**config.mk**
```make
export PLATFORM = sky130hd
export DESIGN_NAME = pattern_count_engine
export DESIGN_NICKNAME = d
export VERILOG_FILES = /design/src/rtl/pattern_count_engine.sv
export SDC_FILE = /design/constraint.sdc
export NUM_CORES = 1
export LEC_CHECK = 0
export BUFFER_PORTS_ARGS = -buffer_cell sky130_fd_sc_hd__buf_2
export CAP_MARGIN = 15
export CORE_UTILIZATION = 38
export CTS_CLUSTER_DIAMETER = 150
export CTS_CLUSTER_SIZE = 30
export DETAILED_ROUTE_END_ITERATION = 10
export PLACE_DENSITY = 0.6
export SLEW_MARGIN = 20
export SYNTH_ARGS = -nofsm -noshare
export SYNTH_HDL_FRONTEND = slang
export SYNTH_SLANG_ARGS = --single-unit
```
**constraint.sdc**
```tcl
create_clock -name clk -period 6.5 [get_ports clk]
set_input_delay 1.3 -clock clk [delete_from_list [all_inputs] [get_ports clk]]
set_output_delay 1.3 -clock clk [all_outputs]
set_load 0.1 [all_outputs]
```
**src/rtl/pattern_count_engine.sv**
```systemverilog
// pattern_count_engine: streams a message byte-wise and counts in-byte, per-byte and cross-byte pattern hits
module pattern_count_engine #(
  parameter int PAT_W  = 5,
  parameter int NBYTES = 32,
  parameter int CNT_W  = 8
) (
  input  logic             clk,
  input  logic             reset,
  input  logic             start,
  input  logic [PAT_W-1:0] pat,
  input  logic [PAT_W-1:0] pat_mask,
  input  logic             byte_valid,
  input  logic [7:0]       byte_data,
  output logic             byte_ready,
  output logic             busy,
  output logic             done,
  output logic [CNT_W-1:0] cnt_within,
  output logic [CNT_W-1:0] cnt_bytes,
  output logic [CNT_W-1:0] cnt_cross
);
  typedef enum logic [1:0] {IDLE, RUN, DONE} state_t;
  state_t           state;
  logic [PAT_W-1:0] pat_q, mask_q;
  logic [7:0]       byte_idx;
  logic [6:0]       hist;
  logic [14:0]      cat;
  logic [3:0]       inc_w, inc_c;
  function automatic logic hit(input logic [PAT_W-1:0] w);
    return ((w ^ pat_q) & mask_q) == '0;
  endfunction
  function automatic logic [CNT_W-1:0] sat(input logic [CNT_W-1:0] a, input logic [3:0] b);
    logic [CNT_W+3:0] s;
    s = (CNT_W+4)'(a) + (CNT_W+4)'(b);
    return (s > (CNT_W+4)'({CNT_W{1'b1}})) ? '1 : s[CNT_W-1:0];
  endfunction
  assign cat = {hist, byte_data};
  // on the first byte a cross window is valid only once PAT_W bits have arrived
  always_comb begin
    inc_w = '0;
    inc_c = '0;
    for (int k = 0; k <= 8 - PAT_W; k++)
      inc_w = inc_w + 4'(hit(PAT_W'(byte_data >> k)));
    for (int i = 0; i < 8; i++)
      inc_c = inc_c + 4'(hit(PAT_W'(cat >> i)) && (byte_idx != '0 || i <= 8 - PAT_W));
  end
  always_ff @(posedge clk or negedge reset) begin
    if (!reset) begin
      state      <= IDLE;
      byte_ready <= 1'b0;
      busy       <= 1'b0;
      done       <= 1'b0;
      cnt_within <= '0;
      cnt_bytes  <= '0;
      cnt_cross  <= '0;
      byte_idx   <= '0;
      hist       <= '0;
      pat_q      <= '0;
      mask_q     <= '0;
    end else if (state == RUN) begin
      if (byte_valid) begin
        cnt_within <= sat(cnt_within, inc_w);
        cnt_bytes  <= sat(cnt_bytes, 4'(inc_w != '0));
        cnt_cross  <= sat(cnt_cross, inc_c);
        hist       <= byte_data[6:0];
        byte_idx   <= byte_idx + 8'd1;
        if (byte_idx == 8'(NBYTES - 1)) begin
          state      <= DONE;
          byte_ready <= 1'b0;
          busy       <= 1'b0;
          done       <= 1'b1;
        end
      end
    end else if (start) begin
      state      <= RUN;
      byte_ready <= 1'b1;
      busy       <= 1'b1;
      done       <= 1'b0;
      cnt_within <= '0;
      cnt_bytes  <= '0;
      cnt_cross  <= '0;
      byte_idx   <= '0;
      hist       <= '0;
      pat_q      <= pat;
      mask_q     <= pat_mask;
    end
  end
endmodule

```
==> impl_metrics.yaml <==
route:
  met2_length_um: 3540
  met3WireLength_um: 255
  wl_um: 7590
  via_per_inst: 5.52
  ant_nets: 0
  drc: 0
  top_layer: "met4"
  vias: 2723
  drtPass1Iterations: 5
  wl_per_cell_um: 15.4
  first_iter_violations: 130
  wl_met1_um: 3710
cts:
  clock_insertion_delay_worst_skew_ns: 0.30
  cts_sinks: 48
  clkSlewWorstSetupHoldPaths_ns: 0.10
  postCtsHoldBufs: 0
  cts_tree: "done"
  htreeDepth: 2
  cts_setup_buffers: 0
  cts_resized: 0
  cts_buffer_depth: 2
  cts_root_buf: "clkbuf_8"
  cts_buffers: 5
sta:
  rsz0062_at_grt: "false"
  relSlewSlack: 0.375
  tns_ns: 0
  worst_slew_pin_slew_ns: 0.935
  max_freq_ghz: 0.177
  finalCriticalPeriod_ns: 5.65
  final_max_slew_viol_count: 0
  hold_viol: 0
  final-setup-viol-count: 0
  skew_ns: 0.0137
  fin_crit_sh: 0.869
global_route:
  grt_max_degree: 49
  grt_pass1_wl_um: 12700
  first_global_vias: 2590
  track_usage: 0.180
  antenna_found_initial: 0
  gr-total-overflow: 0
logic_synthesis:
  synth_top_area_frac: 0.366
  syn-cell-area_um2: 3280
  ys_ff_latch: 48
  async_flop_share: 1.00
  yosysTopAreaCell: "dfrtp_1"
  ys.flop_type: "dfrtp_1"
  yosysUniqueCellTypes: 54
  yosysWarnings: 0
  synthCells: 358
  syn-num-nets: 400
  ys_seq_area_frac: 0.366
  syn_area_per_cell_um2: 9.17
  synth_area_leaders: "dfrtp_1 37%, xor2_1 12%, nand2_1 6.3%, ha_1 5.3%, fa_1 3.7%"
  synth_edf_count: 0
cells_and_area:
  syn_to_final_growth_pct: 10.9
  n_fill_cell: 809
  fin_nets: 429
  drive_above_1_share: 0.155
  final_cell_count_no_fill: 493
  final_util: 0.439
  final_area_um2: 3640
  multi_input_area_um2: 1890
  regArea_um2: 1200
  diodes: 0
critical_path:
  worstPathArrival_ns: 5.84
  crit_path_end_kind: "flop"
  critPathLaunchType: "input port"
  critPathMaxFanout: 5
  cp.required_ns: 6.69
  path_class: "input port to flop"
min_path:
  hold_class: "flop to flop"
die:
  die_x_um: 94.9
  die_area_um2: 9010
  ios: 49
  die_height_um: 94.9
  coreArea_um2: 8300
  rows: 33
  initial_core_util: 0.395
outcome:
  status: "finished, final reports clean"
placed_design:
  dp_hpwl_um: 5370
  gp_congestion: 0.886
  place_area_um2: 3530
  placed_cells: 485
  io_buffers: 48
run:
  drv_cap: 0
cells by family (layout without fill, tap and decap cells):
group | after synthesis | after routing | share of synthesized area
AO/OA/AOI/OAI | 75 | 75 | 0.164
XOR/XNOR | 48 | 48 | 0.128
adder cells (fa/ha/maj) | 20 | 20 | 0.0900
buffers and inverters | 43 | 73 | 0.0583
flip-flops | 48 | 48 | 0.366
multiplexers | 3 | 3 | 0.00915
AND/OR/NAND/NOR | 121 | 121 | 0.184
worst paths after layout:
| check | start | cells past startpoint | slack, ns | to |
|---|---|---|---|---|
| setup reg to reg | pat_q[4] | 16 | 1.33 | cnt_cross[5] |
| hold reg to reg | hist[3] | 1 | 0.52 | hist[3] |
| hold / removal | hist[3] | 1 | 0.52 | hist[3] |
| min in group asynchronous | reset | 1 | 1.00 | cnt_cross[6] |
| setup / recovery | byte_data[6] | 17 | 0.85 | cnt_cross[5] |
| max in group asynchronous | reset | 1 | 5.06 | pat_q[3] |
area by class of cell:
class	instances	area share
multi-input combinational	267	0.519
sequential	48	0.330
timing repair buffer	49	0.0688
tap	105	0.0361
clock buffer	6	0.0199
inverter	16	0.0165
clock inverter	2	0.00963
state kept, by name, summed over array words and instances (netlist names):
name	flops
byte_idx	8
cnt_bytes	8
cnt_cross	8
cnt_within	8
done	1
hist	4
mask_q	5
pat_q	5
state	1
cells in the final DEF (no fill, tap or decap), drive strengths merged, types with 2 or more instances in the layout:
cell,count
ha,14
xnor2,3
a22oi,11
and3,2
clkbuf,6
a21o,2
nand3b,3
or3,4
a211oi,5
nor3,7
xor2,45
a211o,2
and3b,2
nor4,4
o211ai,3
a2bb2oi,3
o311a,2
mux2i,3
a222oi,4
nand2,56
a31oi,5
o21ai,13
nand4,9
fa,6
nor2,16
a221o,2
nand3,9
and2,3
a22o,5
nor2b,2
dfrtp,48
buf,49
inv,16
a21oi,10
critical path, stage by stage:
cell and delay (ns):
buf_2 0.15, xor2_1 0.15, a222oi_1 0.34, nand2_1 0.12, fa_1 0.54, inv_1 0.04, ha_1 0.31, inv_1 0.07
fa_1 0.50, fa_1 0.46, fa_1 0.45, xnor2_1 0.14, ha_1 0.35, o21ai_1 0.09, o21ba_1 0.22, o311a_1 0.28
or3_1 0.34
cells in the mapped netlist (all sizes together) (5+ instances only):
master	number
a21oi	10
a22oi	11
buf	13
nand4	9
nor3	7
clkbuf	14
a22o	5
nand3	9
xor2	45
o21ai	13
nand2	56
dfrtp	48
a211oi	5
ha	14
fa	6
a31oi	5
nor2	16
inv	16
per-layer routing:
metal  GRT usage  up-vias
li1            -     1317
met4      0.0467        0
met2       0.285       56
met5           0        -
met3      0.0330        8
met1       0.251     1342
through the flow:
stage                     hold slack, ns  worst slack (ns)
after global placement             0.509             0.612
after floorplan                    0.485             0.686
after global routing               0.537             0.620
after detailed placement           0.503             0.533
final                              0.522             0.854
after CTS                          0.527             0.844
Power is not shown: default switching activity piles up to over one toggle a cycle in this logic, so the estimate is an artifact.
